$ cat config.mk
export PLATFORM = sky130hd
export DESIGN_NAME = aes_sub_bytes_seq_flat
export DESIGN_NICKNAME = d
export VERILOG_FILES = /design/src/rtl/aes_pkg.sv /design/src/rtl/aes_sub_bytes_seq_if.sv /design/src/rtl/aes_sbox_fwd.sv /design/src/rtl/aes_sbox_inv.sv /design/src/rtl/aes_sub_bytes_seq.sv /design/src/flat_wrapper.sv
export SDC_FILE = /design/constraint.sdc
export NUM_CORES = 1
export LEC_CHECK = 0
export BUFFER_PORTS_ARGS = -buffer_cell sky130_fd_sc_hd__buf_2
export CAP_MARGIN = 20
export CORE_UTILIZATION = 30
export DETAILED_ROUTE_END_ITERATION = 12
export MAX_ROUTING_LAYER = met4
export SLEW_MARGIN = 20
export SYNTH_ARGS = -nofsm -noshare
export SYNTH_HDL_FRONTEND = slang
export SYNTH_SLANG_ARGS = --single-unit
$ cat constraint.sdc
create_clock -name clk -period 4.35 [get_ports clk]
set_input_delay 0.6525 -clock clk [delete_from_list [all_inputs] [get_ports clk]]
set_output_delay 0.6525 -clock clk [all_outputs]
set_load 0.005 [all_outputs]
$ cat src/rtl/aes_pkg.sv
// Shared AES types and constants for the SubBytes engine.
package aes_pkg;

  localparam int unsigned AES_STATE_BYTES = 16;

  typedef logic [127:0] aes_state_t;
  typedef logic [7:0]   aes_byte_t;

  typedef enum logic [1:0] {
    IDLE = 2'd0,
    BUSY = 2'd1,
    DONE = 2'd2
  } sub_bytes_state_e;

endpackage

$ cat src/rtl/aes_sub_bytes_seq_if.sv
// Handshake bundle for aes_sub_bytes_seq. The master drives the input state and
// accepts the result; the slave is the engine. SUBBYTES_INV_EN adds the inv select.
interface aes_sub_bytes_seq_if;
  logic                in_valid;
  logic                in_ready;
  aes_pkg::aes_state_t in_state;
  logic                out_valid;
  logic                out_ready;
  aes_pkg::aes_state_t out_state;
  logic                busy;
`ifdef SUBBYTES_INV_EN
  logic                inv;
`endif

  modport master (
`ifdef SUBBYTES_INV_EN
    output inv,
`endif
    output in_valid, in_state, out_ready,
    input  in_ready, out_valid, out_state, busy
  );

  modport slave (
`ifdef SUBBYTES_INV_EN
    input  inv,
`endif
    input  in_valid, in_state, out_ready,
    output in_ready, out_valid, out_state, busy
  );
endinterface

$ cat src/rtl/aes_sbox_fwd.sv
// Forward FIPS-197 S-box. Rows are selected by the high nibble; the low nibble
// picks the column, leftmost byte of a row being column 0.
module aes_sbox_fwd
  import aes_pkg::*;
(
  input  aes_byte_t i_byte,
  output aes_byte_t o_byte
);

  logic [127:0] w_row;

  // Table row lookup; all 16 rows listed, so every input has a defined output.
  always_comb begin
    w_row = '0;
    unique case (i_byte[7:4])
      4'h0: w_row = 128'h637c777bf26b6fc53001672bfed7ab76;
      4'h1: w_row = 128'hca82c97dfa5947f0add4a2af9ca472c0;
      4'h2: w_row = 128'hb7fd9326363ff7cc34a5e5f171d83115;
      4'h3: w_row = 128'h04c723c31896059a071280e2eb27b275;
      4'h4: w_row = 128'h09832c1a1b6e5aa0523bd6b329e32f84;
      4'h5: w_row = 128'h53d100ed20fcb15b6acbbe394a4c58cf;
      4'h6: w_row = 128'hd0efaafb434d338545f9027f503c9fa8;
      4'h7: w_row = 128'h51a3408f929d38f5bcb6da2110fff3d2;
      4'h8: w_row = 128'hcd0c13ec5f974417c4a77e3d645d1973;
      4'h9: w_row = 128'h60814fdc222a908846eeb814de5e0bdb;
      4'ha: w_row = 128'he0323a0a4906245cc2d3ac629195e479;
      4'hb: w_row = 128'he7c8376d8dd54ea96c56f4ea657aae08;
      4'hc: w_row = 128'hba78252e1ca6b4c6e8dd741f4bbd8b8a;
      4'hd: w_row = 128'h703eb5664803f60e613557b986c11d9e;
      4'he: w_row = 128'he1f8981169d98e949b1e87e9ce5528df;
      4'hf: w_row = 128'h8ca1890dbfe6426841992d0fb054bb16;
    endcase
  end

  // Column 0 sits in the top byte of the row, hence the inverted low nibble.
  assign o_byte = w_row[{~i_byte[3:0], 3'b000} +: 8];

endmodule

$ cat src/rtl/aes_sbox_inv.sv
// Inverse FIPS-197 S-box, present only when SUBBYTES_INV_EN is defined.
// Same row/column layout as aes_sbox_fwd.
`ifdef SUBBYTES_INV_EN
module aes_sbox_inv
  import aes_pkg::*;
(
  input  aes_byte_t i_byte,
  output aes_byte_t o_byte
);

  logic [127:0] w_row;

  // Table row lookup; all 16 rows listed.
  always_comb begin
    w_row = '0;
    unique case (i_byte[7:4])
      4'h0: w_row = 128'h52096ad53036a538bf40a39e81f3d7fb;
      4'h1: w_row = 128'h7ce339829b2fff87348e4344c4dee9cb;
      4'h2: w_row = 128'h547b9432a6c2233dee4c950b42fac34e;
      4'h3: w_row = 128'h082ea16628d924b2765ba2496d8bd125;
      4'h4: w_row = 128'h72f8f66486689816d4a45ccc5d65b692;
      4'h5: w_row = 128'h6c704850fdedb9da5e154657a78d9d84;
      4'h6: w_row = 128'h90d8ab008cbcd30af7e45805b8b34506;
      4'h7: w_row = 128'hd02c1e8fca3f0f02c1afbd0301138a6b;
      4'h8: w_row = 128'h3a9111414f67dcea97f2cfcef0b4e673;
      4'h9: w_row = 128'h96ac7422e7ad3585e2f937e81c75df6e;
      4'ha: w_row = 128'h47f11a711d29c5896fb7620eaa18be1b;
      4'hb: w_row = 128'hfc563e4bc6d279209adbc0fe78cd5af4;
      4'hc: w_row = 128'h1fdda8338807c731b11210592780ec5f;
      4'hd: w_row = 128'h60517fa919b54a0d2de57a9f93c99cef;
      4'he: w_row = 128'ha0e03b4dae2af5b0c8ebbb3c83539961;
      4'hf: w_row = 128'h172b047eba77d626e169146355210c7d;
    endcase
  end

  assign o_byte = w_row[{~i_byte[3:0], 3'b000} +: 8];

endmodule
`endif

$ cat src/rtl/aes_sub_bytes_seq.sv
// Iterative AES SubBytes engine: substitutes BYTES_PER_CYCLE bytes per clock,
// byte 0 (bits 127:120) first. Optional macro SUBBYTES_INV_EN adds a per-transaction
// inv select that switches every lane to the inverse S-box.
module aes_sub_bytes_seq
  import aes_pkg::*;
#(
  parameter int unsigned BYTES_PER_CYCLE = 1
) (
  input logic                clk,
  input logic                rst,
  aes_sub_bytes_seq_if.slave bus
);

  if (!(BYTES_PER_CYCLE inside {1, 2, 4, 8, 16})) begin : g_bad_bpc
    $error("BYTES_PER_CYCLE must be 1, 2, 4, 8 or 16");
  end

  // Index of the final group; for 16 lanes the step truncates to 0 so the index stays put.
  localparam logic [3:0] LastIdx = 4'(AES_STATE_BYTES - BYTES_PER_CYCLE);
  localparam logic [3:0] IdxStep = 4'(BYTES_PER_CYCLE);

  sub_bytes_state_e r_fsm;
  logic [3:0]       r_idx;
  aes_state_t       r_state;
  logic             r_in_ready;
  logic             r_out_valid;
  logic             r_busy;
`ifdef SUBBYTES_INV_EN
  logic             r_inv;
`endif

  aes_byte_t  w_lane_in  [BYTES_PER_CYCLE];
  aes_byte_t  w_lane_out [BYTES_PER_CYCLE];
  aes_state_t w_state_sub;

  // Pick the bytes of the current group out of the state register.
  always_comb begin
    for (int k = 0; k < BYTES_PER_CYCLE; k++) begin
      w_lane_in[k] = r_state[7'(8 * (15 - (int'(r_idx) + k))) +: 8];
    end
  end

  for (genvar g = 0; g < BYTES_PER_CYCLE; g++) begin : g_lane
    aes_byte_t w_fwd;
    aes_sbox_fwd u_sbox_fwd (
      .i_byte (w_lane_in[g]),
      .o_byte (w_fwd)
    );
`ifdef SUBBYTES_INV_EN
    aes_byte_t w_inv;
    aes_sbox_inv u_sbox_inv (
      .i_byte (w_lane_in[g]),
      .o_byte (w_inv)
    );
    assign w_lane_out[g] = r_inv ? w_inv : w_fwd;
`else
    assign w_lane_out[g] = w_fwd;
`endif
  end

  // Write the substituted group back into a copy of the state.
  always_comb begin
    w_state_sub = r_state;
    for (int k = 0; k < BYTES_PER_CYCLE; k++) begin
      w_state_sub[7'(8 * (15 - (int'(r_idx) + k))) +: 8] = w_lane_out[k];
    end
  end

  // Control FSM with registered handshake outputs.
  always_ff @(posedge clk) begin
    if (rst) begin
      r_fsm       <= IDLE;
      r_idx       <= '0;
      r_state     <= '0;
      r_in_ready  <= 1'b1;
      r_out_valid <= 1'b0;
      r_busy      <= 1'b0;
`ifdef SUBBYTES_INV_EN
      r_inv       <= 1'b0;
`endif
    end else begin
      unique case (r_fsm)
        IDLE: begin
          if (bus.in_valid && r_in_ready) begin
            r_state    <= bus.in_state;
            r_idx      <= '0;
            r_fsm      <= BUSY;
            r_in_ready <= 1'b0;
            r_busy     <= 1'b1;
`ifdef SUBBYTES_INV_EN
            r_inv      <= bus.inv;
`endif
          end
        end
        BUSY: begin
          r_state <= w_state_sub;
          r_idx   <= r_idx + IdxStep;
          if (r_idx == LastIdx) begin
            r_idx       <= '0;
            r_fsm       <= DONE;
            r_busy      <= 1'b0;
            r_out_valid <= 1'b1;
          end
        end
        DONE: begin
          if (bus.out_ready) begin
            r_fsm       <= IDLE;
            r_out_valid <= 1'b0;
            r_in_ready  <= 1'b1;
          end
        end
        default: begin
          r_fsm       <= IDLE;
          r_in_ready  <= 1'b1;
          r_out_valid <= 1'b0;
          r_busy      <= 1'b0;
        end
      endcase
    end
  end

  assign bus.in_ready  = r_in_ready;
  assign bus.out_valid = r_out_valid;
  assign bus.out_state = r_state;
  assign bus.busy      = r_busy;

endmodule

$ cat src/flat_wrapper.sv
// flat-port wrapper written by rule: the top's interface ports become plain ports
module aes_sub_bytes_seq_flat import aes_pkg::*;
#(
  parameter int unsigned BYTES_PER_CYCLE = 1
)
  (clk, rst, bus_in_valid, bus_in_state, bus_out_ready, bus_in_ready, bus_out_valid, bus_out_state, bus_busy);
  aes_sub_bytes_seq_if bus_i ();
  input logic clk;
  input logic rst;
  input wire logic [$bits(bus_i.in_valid)-1:0] bus_in_valid;
  input wire logic [$bits(bus_i.in_state)-1:0] bus_in_state;
  input wire logic [$bits(bus_i.out_ready)-1:0] bus_out_ready;
  output wire logic [$bits(bus_i.in_ready)-1:0] bus_in_ready;
  output wire logic [$bits(bus_i.out_valid)-1:0] bus_out_valid;
  output wire logic [$bits(bus_i.out_state)-1:0] bus_out_state;
  output wire logic [$bits(bus_i.busy)-1:0] bus_busy;
  assign bus_i.in_valid = bus_in_valid;
  assign bus_i.in_state = bus_in_state;
  assign bus_i.out_ready = bus_out_ready;
  assign bus_in_ready = bus_i.in_ready;
  assign bus_out_valid = bus_i.out_valid;
  assign bus_out_state = bus_i.out_state;
  assign bus_busy = bus_i.busy;
  aes_sub_bytes_seq #(.BYTES_PER_CYCLE(BYTES_PER_CYCLE)) u_core (.clk(clk), .rst(rst), .bus(bus_i));
endmodule
Yosys cells after proc, flatten, opt, wreduce, memory -nomap -nowiden
Memory sizes are Yosys's and may differ from the RTL's.
Index checks and enable logic that the tools add are counted.
{"block": "word_totals", "out_inout_bits": 131, "mem_bits_rw": 0, "reg_bits": 137, "latchBits": 0, "rom_bits": 2048, "memories": 1}
{"name": "(no name shown)", "words": 16, "width": 128, "read_ports": 1, "rd_clocked_by_memory_dff": 0, "wr": 0, "line": "aes_sbox_fwd.sv:15", "text": "unique case (i_byte[7:4])"}
{"block": "classes", "n_mux": 19, "n_reduce_logical": 8, "multipliers": 0, "n_bitwise": 4, "div": 0, "n_eq_ne": 6, "addsub": 3, "shifts": 4, "n_lt_le_gt_ge": 0}
{"cell": "$pmux 128 s2", "count": 1}
{"cell": "$bwmux 128", "count": 1}
{"cell": "$mux 128", "count": 1}
{"cell": "$shift 8x8->128 const A", "count": 1}
{"cell": "$shiftx 128x7->8", "count": 1}
{"cell": "$shiftx 128x8->8", "count": 1}
{"cell": "$shiftx 8x8->128", "count": 1}
{"cell": "$reduce_and 3->1", "count": 4}
{"cell": "$pmux 1 s3", "count": 3}
{"cell": "$mux 4", "count": 2}
{"cell": "$neg 7->8", "count": 1}
{"cell": "$pmux 4 s2", "count": 1}
{"cell": "$mux 1", "count": 6}
{"cell": "$mux 2", "count": 3}
{"cell": "$pmux 2 s3", "count": 1}
{"cell": "$add 4x1->4 const B", "count": 1}
{"cell": "$eq 4x4->1 const B", "count": 1}
{"cell": "$ne 2x1->1 const B", "count": 2}
{"cell": "$not 4->4", "count": 1}
{"cell": "$sub 4x4->4 const A", "count": 1}
{"cell": "$not 1->1", "count": 3}
{"cell": "$eq 2x1->1 const B", "count": 1}
{"cell": "$eq 2x2->1 const B", "count": 1}
{"cell": "$logic_not 2->1", "count": 1}
{"cell": "other kinds (4)", "count": 4}

Logic depth before layout (Yosys ltp)
{"block": "logic_depth", "word_depth": 7, "depth_mapped": 19}

By module
From an unflattened synthesis, not the netlist that was laid out.
{"block": "hier_totals", "cells_unflattened": 1274, "hier_area_um2": 9786.9}
{"mod": "aes_sub_bytes_seq", "area_per_inst_um2": 6386.1, "n_inst": 1, "cells_each": 729, "seq_area_each_um2": 2742.6}
{"mod": "aes_sbox_fwd", "area_per_inst_um2": 3400.8, "n_inst": 1, "cells_each": 545, "seq_area_each_um2": 0.0}

Worst setup path after synthesis
OpenSTA, ideal clock, no wires.
{"block": "synth_path", "path_kind": "reg2reg", "start": "reg u_core.r_idx[1]", "end": "reg u_core.r_state[11], in the netlist u_core.bus.out_state[11]", "arrival_time_ns": 3.597, "path_slack_ns": 0.617, "path_stages_with_launch": 17, "synth_period_minus_slack_ns": 3.733, "n_path_buf": 4, "path_cell_list": "dfxtp_1 buf_6 mux4_2 nor2_1 or3_1 buf_2 clkinv_1 buf_2 ha_1 nor4_1 a211o_1 o211ai_1 a31oi_1 o21ai_0 o22ai_1 buf_2 o22ai_1"}
{"block": "synth_via", "elab_chain_cells": 7}
{"element": "start, declared", "line": "aes_sub_bytes_seq.sv:23", "text": "logic [3:0] r_idx;"}
{"element": "start signal, assigned", "line": "aes_sub_bytes_seq.sv:97", "text": "r_idx <= r_idx + IdxStep;"}
{"element": "$sub 4x4->4 (*)", "line": "aes_sub_bytes_seq.sv:39, aes_sub_bytes_seq.sv:65"}
{"element": "$shiftx 128x7->8", "line": "aes_sub_bytes_seq.sv:39", "text": "w_lane_in[k] = r_state[7'(8 * (15 - (int'(r_idx) + k))) +: 8];"}
{"element": "$mem_v2 16x128 / $not 4->4 (equally long branches)"}
{"element": "$shiftx 128x8->8", "line": "aes_sbox_fwd.sv:36", "text": "assign o_byte = w_row[{~i_byte[3:0], 3'b000} +: 8];"}
{"element": "$shiftx 8x8->128", "line": "aes_sub_bytes_seq.sv:65", "text": "w_state_sub[7'(8 * (15 - (int'(r_idx) + k))) +: 8] = w_lane_out[k];"}
{"element": "$bwmux 128 (*)", "line": "aes_sub_bytes_seq.sv:65"}
{"element": "$pmux 128 s2 (*)", "line": "aes_sub_bytes_seq.sv:82", "text": "unique case (r_fsm)"}
{"element": "end signal, assigned", "line": "aes_sub_bytes_seq.sv:85", "text": "r_state <= bus.in_state;"}
{"element": "end signal, assigned", "line": "aes_sub_bytes_seq.sv:96", "text": "r_state <= w_state_sub;"}
{"element": "end, declared", "line": "aes_sub_bytes_seq.sv:24", "text": "aes_state_t r_state;"}
Every way passes the cells marked *; elsewhere a longest branch is shown, timed or not.
A chain may end at the register's enable or synchronous reset.

Worst setup path in the final report
{"block": "layout_path", "start": "reg u_core.r_idx[2]", "end": "reg u_core.r_state[101], in the netlist u_core.bus.out_state[101]"}
Same word-level chain as after synthesis.

==> impl_metrics.csv <==
group,metric,value,unit
setup_path,reg2reg_slack,0.18,ns
setup_path,required,4.69,ns
setup_path,path_class,"flop to flop",
layout,commonest_non_fill_non_tap_cell_in_the_layout,"buf_2",
timing,hold_ws,0.449,ns
clock_tree,post-cts-setup-buffer-count,0,
route,drc,0,
min_path,whs_path_depth,2,
placed_design,place_area,11700,um^2
clock_tree,clockRootBuffer,"clkbuf_16",
floorplan,die_area,32600,um^2
logic_synthesis,postSynth.topFlopCell,"dfxtp_1",
logic_synthesis,synth_seq_cells,137,
setup_path,arrival,4.51,ns
setup_path,critPathCaptureType,"flop",
logic_synthesis,syn-cell-area,9560,um^2
route,avgViaCountPerCell,6.31,
timing,setup_repair_after_global_routing_missed_its_margin,"false",
layout,total_nets_final,1670,
route,drt_iter0_markers,1456,
route,drtPass1Iterations,6,
clock_tree,post_cts_hold_buffer_count,0,
logic_synthesis,postSynthAreaPerCell,7.52,um^2
layout,area.growth.synth_to_final,28.6,%
timing,timing_worst_slew_pin_value,1.02,ns
layout,finish.cell_count_without_fillers,1933,
clock_tree,htree_num_levels,4,
floorplan,core_area,31000,um^2
placed_design,detailed_place_hpwl,38400,um
status,status,"completed",
power_and_ir_drop,power.density_cell_area,272,nW/um^2
power_and_ir_drop,irDropWorstVdd,0.224,mV
logic_synthesis,synth.net_count,1418,
logic_synthesis,syn_inst,1271,
route,routed-via-count,12205,
setup_path,worst_r2r_path_depth,14,
global_route,antenna_found_initial,1,
global_route,pin_count_of_the_biggest_net_entering_global_routing,97,
logic_synthesis,ys.warnings.count,0,
route,routedWlPerCell,27.2,um
setup_path,worstPathMaxFanout,13,
layout,final_cell_area,12300,um^2
global_route,grt_overflow_total,0,
route,sum_of_routed_wire_length_over_all_layers,52600,um
timing,final.period_utilization,95.9,%
timing,report.final.hold_viol_count,0,
logic_synthesis,post_synth_num_cell_types,82,
floorplan,die_width,181,um
min_path,worst_hold_startpoint,"u_core.bus.out_state[107]$_SDFFE_PP0P_",
logic_synthesis,synth.yosys.seq_area_share,28.7,%
timing,timing.final.max_slew_violations,0,
logic_synthesis,postSynth.asyncResetShare,0,%
clock_tree,cts.sinks,137,
min_path,hold_path_class,"flop to flop",
timing,slew_headroom,31.5,%
setup_path,worst_r2r_startpoint,"u_core.r_idx[2]$_SDFFE_PP0P_",
timing,setup_total_negative_slack,0,ns
floorplan,floorplan.io_pins,263,
flow_run,maxCapViolations,0,
timing,clock_skew,0.0117,ns
logic_synthesis,synth_edf_count,0,
layout,leading_cell_types_in_the_layout_fill_and_taps_excluded,"buf_2, a21oi_1, dfxtp_1",
placed_design,dpl.cell_count,1900,
placed_design,replace_congestion,1.03,
clock_tree,worst_skew_pair.late_latency,0.43,ns
global_route,vias_in_the_first_global_route,11630,
timing,achievable-frequency,240,MHz
floorplan,fp.dieH,181,um
layout,final_layout_size_suffix_gt1_share,29.6,%
min_path,worstHoldEndpoint,"u_core.bus.out_state[107]$_SDFFE_PP0P_",
timing,report.final.setup_viol,0,
timing,finalWorstPathRequiredPeriod,4.17,ns
clock_tree,clk_pin_slew_worst_paths,0.07,ns
clock_tree,cts-buffers-inserted,17,
global_route,global_route.usage.total,32.1,%
clock_tree,cts_tree,"done",
route,antenna_violating_nets_post_route,0,
placed_design,portBuffers,262,
global_route,grt_pass1_wl,77000,um
setup_path,setup.worst_path.start_class,"flop",
power_and_ir_drop,p_leak,5.28,nW
floorplan,rows,64,
clock_tree,cts.path.max_buffers,2,
floorplan,initial_utilization,30.9,%
setup_path,worstReg2RegEnd,"u_core.bus.out_state[101]$_SDFFE_PP0P_",
==> synth_stat cells, types with 21 or more instances <==
cell type,n,share of area [%]
nand3_1,63,3.3
a211oi_1,26,2.0
nand2_1,105,4.1
nor3_1,28,1.5
o22ai_1,90,5.9
o21ai_0,51,2.7
and3_1,92,6.0
o211ai_1,21,1.6
clkbuf_1,76,3.0
a21oi_1,178,9.3
nor2_1,75,2.9
dfxtp_1,137,29
buf_2,46,2.4
==> area by class of cell <==
type / instances / area, um^2
fill: 3261 / 18700
sequential: 137 / 2740
multi-input combinational: 985 / 6160
antenna: 1 / 2.50
clock inverter: 14 / 130
clock buffer: 18 / 429
timing repair buffer: 375 / 2300
tap: 396 / 495
inverter: 7 / 28.8
==> report_power, final <==
| part | internal [mW] | switching, mW | total [mW] |
|---|---|---|---|
| Sequential | 1.33 | 0.0712 | 1.40 |
| Combinational | 0.224 | 0.305 | 0.529 |
| Clock | 0.756 | 0.651 | 1.41 |
| Total | 2.31 | 1.03 | 3.34 |
==> worst max path at each step <==
| stage | from | endpoint | slack [ns] | cells past startpoint |
|---|---|---|---|---|
| floorplan | u_core.r_idx[1]$_SDFFE_PP0P_ | u_core.bus.out_state[11]$_SDFFE_PP0P_ | 0.62 | 16 |
| global placement | u_core.r_idx[1]$_SDFFE_PP0P_ | u_core.bus.out_state[82]$_SDFFE_PP0P_ | 0.17 | 16 |
| detailed placement | u_core.r_idx[1]$_SDFFE_PP0P_ | u_core.bus.out_state[98]$_SDFFE_PP0P_ | 0.18 | 16 |
| CTS | u_core.r_idx[1]$_SDFFE_PP0P_ | u_core.bus.out_state[82]$_SDFFE_PP0P_ | 0.18 | 16 |
| global route | u_core.r_idx[2]$_SDFFE_PP0P_ | u_core.bus.out_state[66]$_SDFFE_PP0P_ | 0.07 | 13 |
| finish | u_core.r_idx[2]$_SDFFE_PP0P_ | u_core.bus.out_state[101]$_SDFFE_PP0P_ | 0.18 | 14 |
==> critical path, cell delays in order (launching register included) <==
cell       delay (ns)
dfxtp_1          0.56
mux4_2           0.27
nor2_1           0.04
or3_1            0.40
buf_4            0.22
ha_1             0.31
and4_1           0.32
buf_4            0.23
and2_1           0.15
a2111oi_0        0.51
nor4_1           0.12
o211ai_1         0.36
o21ai_1          0.21
buf_12           0.20
o22ai_1          0.16
==> state kept, by name (all words and copies together) (netlist names) <==
| register | flops |
|---|---|
| u_core.bus.out_state | 128 |
| u_core.r_idx | 4 |
| u_core.r_fsm | 2 |
| u_core.bus.busy | 1 |
| u_core.bus.in_ready | 1 |
| u_core.bus.out_valid | 1 |
==> per-layer routing <==
metal | track usage (%) | up-vias | routed length [um]
li1 | - | 5364 | -
met1 | 40.0 | 5877 | 21400
met2 | 49.7 | 796 | 23800
met3 | 5.72 | 168 | 4500
met4 | 16.3 | 0 | 2910
met5 | - | - | 0
==> kinds of logic after synthesis <==
group	Yosys count	synth area share [%]
compound gates	514	35.2
xor+xnor	4	0.445
fa+ha+maj	15	1.96
buf+inv	149	7.08
flops	137	28.7
mux	29	4.48
simple gates	423	22.2
==> what timing repair did <==
| action | CTS | global route |
|---|---|---|
| setup endpoints to repair | 0 | 8 |
| resized for setup | 0 | 3 |
| hold endpoints to repair | 0 | 0 |
==> stage by stage <==
step | power (mW) | utilization [%] | setup WS [ns]
6_report | 3.34 | 39.7 | 0.177
3_3_place_gp | 1.94 | 37.8 | 0.169
4_1_cts | 3.34 | 39.6 | 0.178
3_5_place_dp | 1.95 | 37.8 | 0.182
2_1_floorplan | 1.71 | - | 0.617
5_1_grt | 3.45 | 39.7 | 0.0685
Note: power is estimated with default switching activity, not from simulation.
